<file path="src/rtl/segdis_pkg.sv">
// Shared constants and types for the seven-segment scan driver.
// Segment patterns are {g,f,e,d,c,b,a}, active-low.
package segdis_pkg;

    localparam logic [6:0] SEG_DIGIT [0:9] = '{
        7'h40, 7'h79, 7'h24, 7'h30, 7'h19,
        7'h12, 7'h02, 7'h78, 7'h00, 7'h10
    };
    localparam logic [6:0] SEG_DASH = 7'h3F;
    localparam logic [6:0] SEG_OFF  = 7'h7F;

    typedef enum logic {
        BLANK,
        SHOW
    } scan_state_t;

endpackage

</file>
<file path="src/rtl/bcd_to_seg7.sv">
// Combinational BCD to active-low seven-segment decoder.
// Codes 10-15 show a dash so a corrupted digit is visibly wrong.
module bcd_to_seg7
    import segdis_pkg::*;
(
    input  logic [3:0] bcd,
    output logic [6:0] seg
);

    always_comb begin
        seg = SEG_DASH;
        if (bcd < 4'd10)
            seg = SEG_DIGIT[bcd];
    end

endmodule

</file>
<file path="src/rtl/segdis_scan.sv">
// Multiplexed common-anode display scanner with frame-aligned updates,
// inter-digit blanking gap and leading-zero suppression.
module segdis_scan
    import segdis_pkg::*;
#(
    parameter int NUM_DIGITS   = 4,
    parameter int REFRESH_DIV  = 50000,
    parameter int BLANK_CYCLES = 500
) (
    input  logic                    mclk,
    input  logic                    rst,
    input  logic [4*NUM_DIGITS-1:0] bcd_in,
    input  logic [NUM_DIGITS-1:0]   dp_in,
    input  logic                    load,
    input  logic                    lz_blank,
    output logic [6:0]              seg,
    output logic                    dp,
    output logic [NUM_DIGITS-1:0]   an,
    output logic                    frame_done
);

    localparam int CNT_W = (REFRESH_DIV > 1) ? $clog2(REFRESH_DIV) : 1;
    localparam int IDX_W = (NUM_DIGITS > 1) ? $clog2(NUM_DIGITS) : 1;

    logic [CNT_W-1:0]          cnt, cnt_nxt;
    logic [IDX_W-1:0]          idx, idx_nxt;
    scan_state_t               state, state_nxt;
    logic [4*NUM_DIGITS-1:0]   shadow_bcd, disp_bcd;
    logic [NUM_DIGITS-1:0]     shadow_dp, disp_dp;

    logic                      cnt_wrap, idx_last, frame_edge;
    logic [NUM_DIGITS-1:0]     lz_mask;
    logic [3:0]                cur_digit;
    logic                      cur_dp, cur_blank;
    logic [6:0]                seg_dec;

    logic [6:0]                seg_nxt;
    logic                      dp_nxt, fd_nxt;
    logic [NUM_DIGITS-1:0]     an_nxt;

    assign cnt_wrap   = (cnt == CNT_W'(REFRESH_DIV - 1));
    assign idx_last   = (idx == IDX_W'(NUM_DIGITS - 1));
    assign frame_edge = cnt_wrap && idx_last;

    // A digit is suppressed when it and everything above it is exactly zero;
    // dashes (10-15) count as nonzero.
    always_comb begin
        logic run;
        run     = 1'b1;
        lz_mask = '0;
        for (int i = NUM_DIGITS - 1; i >= 0; i--) begin
            run        = run & (disp_bcd[4*i +: 4] == 4'd0);
            lz_mask[i] = lz_blank & run & (i != 0);
        end
    end

    always_comb begin
        cur_digit = 4'd0;
        cur_dp    = 1'b0;
        cur_blank = 1'b0;
        an_nxt    = '1;
        for (int i = 0; i < NUM_DIGITS; i++) begin
            if (idx == IDX_W'(i)) begin
                cur_digit = disp_bcd[4*i +: 4];
                cur_dp    = disp_dp[i];
                cur_blank = lz_mask[i];
                an_nxt[i] = 1'b0;
            end
        end
        if (state != SHOW || cur_blank)
            an_nxt = '1;
    end

    bcd_to_seg7 u_dec (
        .bcd (cur_digit),
        .seg (seg_dec)
    );

    always_comb begin
        cnt_nxt   = cnt_wrap ? '0 : cnt + CNT_W'(1);
        idx_nxt   = idx;
        state_nxt = state;
        if (cnt_wrap)
            idx_nxt = idx_last ? '0 : idx + IDX_W'(1);
        case (state)
            BLANK: if (cnt_nxt == CNT_W'(BLANK_CYCLES)) state_nxt = SHOW;
            SHOW:  if (cnt_wrap) state_nxt = BLANK;
            default: state_nxt = BLANK;
        endcase

        seg_nxt = SEG_OFF;
        dp_nxt  = 1'b1;
        fd_nxt  = frame_edge;
        if (state == SHOW && !cur_blank) begin
            seg_nxt = seg_dec;
            dp_nxt  = ~cur_dp;
        end
    end

    always_ff @(posedge mclk or posedge rst) begin
        if (rst) begin
            cnt        <= '0;
            idx        <= '0;
            state      <= BLANK;
            shadow_bcd <= '0;
            shadow_dp  <= '0;
            disp_bcd   <= '0;
            disp_dp    <= '0;
            seg        <= SEG_OFF;
            dp         <= 1'b1;
            an         <= '1;
            frame_done <= 1'b0;
        end else begin
            cnt   <= cnt_nxt;
            idx   <= idx_nxt;
            state <= state_nxt;
            if (load) begin
                shadow_bcd <= bcd_in;
                shadow_dp  <= dp_in;
            end
            // A load on the boundary edge goes straight to the display.
            if (frame_edge) begin
                disp_bcd <= load ? bcd_in : shadow_bcd;
                disp_dp  <= load ? dp_in  : shadow_dp;
            end
            seg        <= seg_nxt;
            dp         <= dp_nxt;
            an         <= an_nxt;
            frame_done <= fd_nxt;
        end
    end

endmodule

</file>
<file path="config.mk">
export PLATFORM = sky130hd
export DESIGN_NAME = segdis_scan
export DESIGN_NICKNAME = d
export VERILOG_FILES = /design/src/rtl/segdis_pkg.sv /design/src/rtl/bcd_to_seg7.sv /design/src/rtl/segdis_scan.sv
export SDC_FILE = /design/constraint.sdc
export NUM_CORES = 1
export LEC_CHECK = 0
export BUFFER_PORTS_ARGS = -buffer_cell sky130_fd_sc_hd__buf_4
export CORE_MARGIN = 2
export CORE_UTILIZATION = 40
export DETAILED_ROUTE_END_ITERATION = 8
export PLACE_DENSITY = 0.63
export SYNTH_ARGS = -nofsm -noshare
export SYNTH_HDL_FRONTEND = slang
export SYNTH_SLANG_ARGS = --single-unit
</file>
<file path="constraint.sdc">
create_clock -name mclk -period 5.7 [get_ports mclk]
set_clock_uncertainty 0.05 [all_clocks]
set_input_delay 1.14 -clock mclk [delete_from_list [all_inputs] [get_ports mclk]]
set_output_delay 1.14 -clock mclk [all_outputs]
set_load 0.01 [all_outputs]
</file>
### Yosys cells after proc, flatten, opt, wreduce, memory -nomap -nowiden

Memory sizes are Yosys's and may differ from the RTL's.
Cells that the tools add are included.

* register bits after elaboration: 72
* bits in read-only memories: 112
* input port bits: 24
* output and inout port bits: 13
* logic and storage cells: 65
* memories: 1

Memories
* (no name shown): words 16, width 7, rd ports 1, clocked after memory_dff 0, write ports 0, line bcd_to_seg7.sv:13 `seg = SEG_DIGIT[bcd];`

* add/sub/neg operators: 2
* $lt $le $gt $ge: 2
* equal/unequal tests: 5
* mux-type cells: 28
* bitwise gates (word level): 8
* reduce and logical (&&, ||, !) cells: 8

Operators with widths (number)
* 16-bit 2-to-1 mux: 2
* 7-bit 2-to-1 mux: 4
* 4-bit 2-to-1 mux: 6
* 16-bit by 1-bit adder with 16-bit output, second input constant: 1
* 16-bit equality test, second input constant: 1
* 16-bit by 9-bit equality test with 1-bit output, second input constant: 1
* 1-bit 2-to-1 mux: 14
* 4-bit zero test: 3
* 1-bit bitwise AND: 5
* 5-bit >= comparator, second input constant: 1
* 4-bit inverter with 5-bit output: 1
* 2-bit equality test, second input constant: 2
* 4-bit < comparator, second input constant: 1
* 2-bit by 1-bit adder with 2-bit output, second input constant: 1
* 2-bit by 1-bit equality test with 1-bit output, second input constant: 1
* 1-bit logical AND: 2
* 2-bit zero test: 1
* 2-bit 2-to-1 mux: 1
* 1-bit inverter: 2
* 1-bit one-hot mux with 2 select lines: 1
* 1-bit zero test: 1
* 1-bit logical OR: 1

### Longest topological paths before layout

Gate-level depths: netlist of run 1.

* word-level depth: 11
* mapped depth: 12
* depth with buffers taken out: 11

### Modules after synthesis

A second synthesis of run 1 with hierarchy kept.

* cell total of the unflattened synthesis: 284
* area, all modules: 3452.1 um2

By module, submodules not included
* segdis_scan: instances 1, cells each 256, area an instance 3228.1 um2, sequential area each 1816.7 um2
* bcd_to_seg7: instances 1, cells each 28, area an instance 224.0 um2, sequential area each 0.0 um2

### Least setup slack after synthesis of run 1

No wires, ideal clock.

* path kind: input -> register
* start point: in load
* end point: reg disp_bcd[10]
* library setup time: 0.128 ns
* data arrival time: 2.115 ns
* data required time: 5.522 ns
* slack: 3.408 ns
* cell stages on the path: 3
* buffers on the path: 1
* path through: clkbuf_1 > mux2_2 > mux2_1

* word-level cells in the longest chain between the ends: 1

Ends and longest elaborated chain
* start, declared: line segdis_scan.sv:14 `input logic load,`
* 16-bit 2-to-1 mux: line segdis_scan.sv:123 `disp_bcd <= load ? bcd_in : shadow_bcd;`
* end signal, assigned: line segdis_scan.sv:123
* end, declared: line segdis_scan.sv:28 `logic [4*NUM_DIGITS-1:0] shadow_bcd, disp_bcd;`

Every way passes these cells.
A chain may end at the register's enable or synchronous reset.

### Worst setup path after layout of run 1

* start point: reg idx[1]
* end point: reg seg[3]

* word-level cells in the longest chain between the ends: 11
* elaborated cells between the ends (all ways): 20
* classes of those cells: order compare (1); eq/ne (3); mux (11); bitwise (1); reduce/logical (3); memory (1)

Ends and longest elaborated chain
* start, declared: line segdis_scan.sv:26 `logic [IDX_W-1:0] idx, idx_nxt;`
* start signal, assigned: line segdis_scan.sv:115 `idx <= idx_nxt;`
* 2-bit zero test: line segdis_scan.sv:63 `if (idx == IDX_W'(i)) begin`
* 4-bit 2-to-1 mux (4 in a row): line segdis_scan.sv:63
* 4-bit inverter with 5-bit output (implied by the code): line bcd_to_seg7.sv:13
* memory 16 x 7 bit
* 7-bit 2-to-1 mux (implied by the code) (2 in a row): line bcd_to_seg7.sv:13
* 7-bit 2-to-1 mux: line bcd_to_seg7.sv:12 `if (bcd < 4'd10)`
* 7-bit 2-to-1 mux (*): line segdis_scan.sv:94 `if (state == SHOW && !cur_blank) begin`
* via seg_nxt[3]: line segdis_scan.sv:37 `logic [6:0] seg_nxt;`
* end signal, assigned: line segdis_scan.sv:126 `seg <= seg_nxt;`
* end, declared: line segdis_scan.sv:16 `output logic [6:0] seg,`

The timed path passes the listed nets; every way through them passes the cells marked *. The select of a mux whose other input is x is not followed.

==> results of run 1 <==
==> logic make-up after synthesis <==
kind of cell / count (synthesis)
simple gates: 77
flops: 72
mux: 42
compound gates: 35
buf+inv: 20
xor+xnor: 11
fa+ha+maj: 11
==> worst max-delay path, stage by stage, from the launching register on <==
cell and delay [ns]:
dfrtp_1 0.38, inv_1 0.08, ha_1 0.29, nor2b_4 0.19, a221oi_1 0.10, o31ai_1 0.49
inv_1 0.18, ha_1 0.33, nand2_1 0.08, o21ai_0 0.07, o21ai_0 0.16
==> how the worst max path moves through the flow <==
stage / start / endpoint / cells after the start / slack, ns
floorplan: rst / cnt[0] / 1 / 2.70
global placement: idx[1] / seg[6] / 11 / 3.31
detailed placement: idx[1] / seg[6] / 11 / 3.24
CTS: idx[1] / seg[3] / 10 / 3.23
global route: idx[1] / seg[6] / 11 / 2.94
finish: idx[1] / seg[3] / 10 / 3.23
==> per-layer routing <==
metal	up-vias	wire [µm]	part of all wire [%]	global-route usage [%]
met3	9	280	4.7	4.427
met1	1068	2688	45	19.10
met2	45	2931	49	24.24
li1	1027	-	-	-
met4	0	85	1.4	4.762
met5	-	0	0	0
==> where the power goes <==
part           switching (mW)  leakage, nW  internal [mW]  total, mW
Combinational          0.0215        0.758         0.0233     0.0447
Clock                   0.199        0.103          0.249      0.447
Sequential            0.00324        0.905          0.525      0.528
Total                   0.223         1.77          0.797       1.02
==> final cells by class <==
class	instances	share of cell area, %
flip-flops and latches	72	46.36
multi-input cells	176	36.53
repair buffers	38	7.280
well taps	105	3.352
clock buffers	10	3.257
clock inverters	6	2.363
inverters	9	0.8621
==> state kept, by name (all words and copies together), names as in the netlist <==
signal / count
dp: 1
frame_done: 1
an: 4
state: 1
cnt: 16
shadow_bcd: 16
shadow_dp: 4
seg: 7
disp_dp: 4
disp_bcd: 16
idx: 2
==> placed cells by master, fill, tap and decap left out, drive strengths merged, types with 2 or more instances in the layout <==
cell type,n
dfrtp,60
mux2,41
buf,38
nand2,20
o21ai,12
dfstp,12
nor2,12
nand3,12
ha,11
clkbuf,10
inv,10
xor2,8
a21oi,6
nor3,6
nor4,5
nor2b,5
a221oi,4
nand4,4
xnor2,3
o31ai,3
and2,2
clkinvlp,2
bufinv,2
and4bb,2
==> metrics by stage <==
step / setup slack (ns) / area, µm²
6_report: 3.229 / 3919
2_1_floorplan: 2.705 / 3339
3_5_place_dp: 3.241 / 3699
5_1_grt: 2.944 / 3919
3_3_place_gp: 3.314 / 3699
4_1_cts: 3.225 / 3919
==> metrics.md, run 1 <==
| Metric | Value |
|---|---|
| Status | `finished clean` |
| Ratio of cells with drive above 1 in the final layout | `about a third` |
| # diodes | `0` |
| Net count after synthesis | `303` |
| IO Pins | `37` |
| Setup-failing EPs final | `0` |
| Starting Density | `between 40% and 50%` |
| CTS sink cnt | `between 70 and 80` |
| Non-filler instance count after layout | `~420` |
| Most frequent cell after synthesis | `dfrtp_1` |
| Largest cells by area after synthesis | `dfrtp_1 (45%), dfstp_2 (9.4%), mux2_2 (7.1%)` |
| Nets@finish | `roughly 340` |
| Seq cells post-synth | `72` |
| WP data arrival | `around 2.7 ns` |
| Period minus WS final | `around 2.5 ns` |
| Synth Area per Inst | `roughly 12 µm²` |
| Crit Path Max Fanout | `8` |
| Die Span Y | `~95 µm` |
| WHS Endpoint | `shadow_bcd[3]` |
| Max IR drop VDD | `roughly 0.00013 V` |
| Fin util | `48.18%` |
| Area leader, netlist | `dfrtp_1` |
| Power Dens Cells | `260.3 mW/mm²` |
| EDFF count, synth | `0` |
| Vias/cell | `5.166` |
| Worst slew pin tran | `between 0.6 and 0.7 ns` |
| CTS resizes | `0` |
| Total setup buffers inserted after CTS | `0` |
| H-tree depth | `3` |
| CTS tree | `done` |
| Multi-input logic area | `0.001431 mm²` |
| Hold Crit Class | `register to register` |
| Max-cap violations | `0` |
| Placed instance count | `400` |
| Adder-Cell Fraction of Synth Area | `around 4.1%` |
| Count of cell types in the netlist | `54` |
| Reg2Reg Launch Point | `idx[1]` |
| Synth Area in Simple Gates | `roughly 14%` |
| Main combinational cell family by area after synthesis | `simple AND/OR/NAND/NOR gates` |
| R2r endpoint | `seg[3]` |
| Maximum buffer depth of the clock tree | `2` |
| GRT Resource Usage Total | `between 10 and 15%` |
| Synth warnings | `0` |
| Setup TNS | `0 ns` |
| # hold bufs at CTS | `0` |
| Core Footprint | `between 0.008 and 0.009 mm²` |
| Synth top area share | `~45%` |
| Top FF cell, synth | `dfrtp_1` |
| Die ar. | `~0.009 mm²` |
| Post-synthesis cell count | `approximately 270` |
| Routed WL | `5986 µm` |
| Setup slack, reg-to-reg | `about 3.2 ns` |
| Vias in the first global route | `between 2,000 and 2,500` |
| Port bufs | `36` |
| First-pass DRT Iterations | `4` |
| Final GP Congestion | `0.8023` |
| Crit Path Category | `register to register` |
| Hold Crit Depth | `1` |
| Hold Slack | `roughly 0.45 ns` |
| Wire length per cell | `14.39 µm` |
| Sequential area share after synthesis | `54.40%` |
| # rows | `33` |
| Skew-Pair Late Insertion Delay | `between 0.3 and 0.4 ns` |
| Critical Path RT | `roughly 6 ns` |
| DRC viols | `0` |
| Hpwl dp | `4152 µm` |
| Final Cycle Share | `between 40% and 50%` |
| RSZ-0062 raised after global routing | `false` |
| Startpoint type of the worst setup path | `register` |
| First-pass GRT wire length | `around 10,000 µm` |
| Antenna Nets Post-Route | `0` |
| Reg2Reg Depth | `10` |
| Synth cell count leaders | `dfrtp_1 (60), mux2_2 (21), mux2_1 (20), nand2_1 (20)` |
| Final hold vios | `0` |
| Die width | `about 95 µm` |
| Area delta synth->final | `17.35%` |
| GR Overflow Total | `0` |
| CTS buffer count | `9` |
| Initial antenna violation count | `0` |
| Hold path start | `shadow_bcd[3]` |
| Final slew viol count | `0` |
| Static leakage power | `~1.8 nW` |
| Fillers | `737` |
| Async S/R FF share, synth | `100.0%` |
| Slew HR | `between 50% and 60%` |
| Register area | `0.001817 mm²` |
| Post-synthesis compound-gate area fraction | `between 7 and 8%` |
| Vias | `between 2,000 and 2,500` |
| 1st-iter DRT viols | `57` |
| Post-synthesis mux area share | `between 10% and 20%` |
| Post-Synth XOR/XNOR Area | `2.885%` |
| Clock root buffer | `clkbuf_8` |
| Critical Path Sink Type | `register` |
| Largest net degree at the start of global routing | `42` |
| Clock-pin slew on the worst setup and hold paths | `0.08 ns` |
| Max Freq | `0.4048 GHz` |
| Synthesized area | `0.003339 mm²` |
| Total power | `1.020 mW` |
No activity file was read; power rests on OpenSTA's default activity.
==> run 2, diff against run 1 <==
clock period = 2.4 ns   (was 5.7 ns; I/O delays follow)
==> run 2 against run 1 <==
Clock-buffer cell count fell by 1. Cell count up 1.9%. Flip-flop and latch count stayed put. Hold slack worse by 0.28 ns. Cell area is 1.2% higher. Register-to-register slack lost 3.0 ns. Largest power group unchanged.
==> metrics.md, run 2 (synthesis gave the netlist of run 1 again) <==
| Metric | Value |
|---|---|
| Status | `finished clean` |
| R2r endpoint | `seg[6]` |
| Final GP Congestion | `0.8706 (+8.5%)` |
| Ratio of cells with drive above 1 in the final layout | `36.99% (+3.2 points)` |
| Reg2Reg Launch Point | `idx[1]` |
| Max IR drop VDD | `0.0003052 V (+140%)` |
| Worst slew pin tran | `0.5185 ns (-0.1699 ns)` |
| Non-filler instance count after layout | `424 (+1.9%)` |
| DRC viols | `0 (unchanged)` |
| Area delta synth->final | `18.81%` |
| First-pass DRT Iterations | `4 (unchanged)` |
| Fillers | `724 (-1.8%)` |
| GR Overflow Total | `0 (unchanged)` |
| Hpwl dp | `4324 µm (+4.1%)` |
| CP peak stage delay | `0.40 ns (-0.09 ns)` |
| Port bufs | `36 (unchanged)` |
| Critical Path Sink Type | `register` |
| Most common cell after layout, fill and taps aside | `dfrtp_1` |
| Final Cycle Share | `91.03% (+48 points)` |
| Die ar. | `0.009095 mm² (unchanged)` |
| Antenna Nets Post-Route | `0 (unchanged)` |
| Vias | `2,154 (+0.23%)` |
| # rows | `33 (unchanged)` |
| Die Span Y | `95.37 µm (unchanged)` |
| Worst path bufs/invs | `2 (unchanged)` |
| Setup slack, reg-to-reg | `0.22 ns (-3.01 ns)` |
| Routed WL | `6130 µm (+2.4%)` |
| Clock-pin slew on the worst setup and hold paths | `0.09 ns (about the same)` |
| Final slew viol count | `0 (unchanged)` |
| Starting Density | `41.06% (unchanged)` |
| CP delay by family, top | `compound AO/OA/AOI/OAI gates` |
| Maximum buffer depth of the clock tree | `2 (unchanged)` |
| Critical Path RT | `2.62 ns (-3.30 ns)` |
| Final hold vios | `0 (unchanged)` |
| Commonest non-fill, non-tap cells in the layout | `dfrtp_1 (60), buf_4 (45), mux2_2 (21)` |
| 1st-iter DRT viols | `119 (+110%)` |
| Placed cell areas | `0.003764 mm² (+1.8%)` |
| Largest regs | `cnt: 16 flops, disp_bcd: 16 flops, shadow_bcd: 16 flops` |
| Hold Crit Class | `primary input to asynchronous set/reset pin` |
| Setup-failing EPs final | `0 (unchanged)` |
| First-pass GRT wire length | `10,870 µm (+4.2%)` |
| Largest net degree at the start of global routing | `41 (-2.4%)` |
| # hold bufs at CTS | `0 (unchanged)` |
| CTS buffer count | `9 (unchanged)` |
| Nets@finish | `349 (+2.3%)` |
| Wire length per cell | `14.46 µm (+0.47%)` |
| Power Dens Cells | `571.8 mW/mm² (+120%)` |
| Cell mode on critical path | `inv_1` |
| Skew-Pair Late Insertion Delay | `0.35 ns (about the same)` |
| Initial antenna violation count | `0 (unchanged)` |
| Vias in the first global route | `2,217 (-1.1%)` |
| Max-cap violations | `0 (unchanged)` |
| Critical-path cell list | `inv_1 > ha_2 > nor2b_4 > a221oi_1 > nor3_1 > a21oi_2 > inv_1 > ha_1 > nand2_1 > a21boi_0 > o21ai_0` |
| Multi-input logic area | `0.001440 mm² (+0.61%)` |
| Register area | `0.001817 mm² (unchanged)` |
| Max Freq | `0.4577 GHz (+13%)` |
| IO Pins | `37 (unchanged)` |
| Die width | `95.37 µm (unchanged)` |
| CTS tree | `done` |
| # diodes | `0 (unchanged)` |
| Core Footprint | `0.008134 mm² (unchanged)` |
| Final instance area | `0.003968 mm² (+1.2%)` |
| Placed instance count | `407 (+1.8%)` |
| Vias/cell | `5.080 (-1.7%)` |
| CTS sink cnt | `72 (unchanged)` |
| Crit Path Category | `register to register` |
| Crit Path Max Fanout | `8 (unchanged)` |
| H-tree depth | `3 (unchanged)` |
| Reg2Reg Depth | `11 (+1)` |
| WP data arrival | `2.40 ns (-0.29 ns)` |
| Startpoint type of the worst setup path | `register` |
| Slew HR | `65.43% (+11 points)` |
| GRT Resource Usage Total | `15.52% (+0.64 points)` |
| Clock root buffer | `clkbuf_8` |
| Slowest stage cell on the critical path | `dfrtp_1` |
| Period minus WS final | `2.185 ns (-0.2858 ns)` |
| Static leakage power | `1.792 nW (+1.5%)` |
[run 2: cell count changes in the layout (fill, tap and decap cells not counted), moves of 2 or more]
cell       before  now
buf_4          38   45
bufinv_16       2    0
ha_1           11    9
ha_2            0    2
inv_8           0    2
[run 2: repair_timing]
action                     4_1_cts  5_1_grt
setup buffers                    0        1
setup endpoints to repair        0        6
resized for setup                0        5
[run 2: where the power goes]
group | switching, mW | internal, mW | total, mW
registers | 0.00696 | 1.25 | 1.25
clock network | 0.511 | 0.398 | 0.909
logic | 0.0504 | 0.0564 | 0.107
[run 2: through the flow]
stage	hold slack (ns)	TNS [ns]	power (mW)	setup WS [ns]	utilization [%]
after global placement	0.4278	0	1.386	0.1484	46.27
after global routing	0.1995	-0.0002960	2.385	-0.0002960	48.78
after floorplan	0.4084	0	1.338	0.06494	-
after detailed placement	0.4304	0	1.389	0.05686	46.27
final	0.1635	0	2.269	0.2153	48.78
after CTS	0.1764	0	2.312	0.04500	48.58
[run 2: how the worst max path moves through the flow]
stage / startpoint / end / slack, ns / cells after the start
after floorplan: rst / cnt[0] / 0.06 / 1
after global placement: idx[1] / seg[6] / 0.15 / 11
after detailed placement: idx[1] / seg[6] / 0.06 / 11
after CTS: idx[1] / seg[6] / 0.04 / 11
after global routing: idx[1] / seg[0] / -0.0003 / 10
final: idx[1] / seg[6] / 0.22 / 11
[run 2: metal layers]
layer / wire length [µm] / share of wire (%) / GRT usage (%) / vias to the layer above
li1: - / - / - / 1045
met1: 2751 / 45 / 19.86 / 1064
met4: 74 / 1.2 / 4.048 / 0
met2: 3042 / 50 / 25.53 / 38
met3: 262 / 4.3 / 4.980 / 7
met5: 0 / 0 / 0 / -
[run 2: layout make-up]
type	instances	area share [%]
Sequential cell	72	45.79
Clock buffer	9	3.122
Inverter	9	0.8515
Tap cell	105	3.311
Clock inverter	7	1.608
Timing Repair Buffer	46	9.019
Multi-Input combinational cell	176	36.30
[run 2: worst reg2reg max path: stages (launching register included)]
cell and delay [ns]:
dfrtp_1 0.40, inv_1 0.10, ha_2 0.28, nor2b_4 0.08, a221oi_1 0.30, nor3_1 0.10, a21oi_2 0.20, inv_1 0.09
ha_1 0.18, nand2_1 0.07, a21boi_0 0.16, o21ai_0 0.09
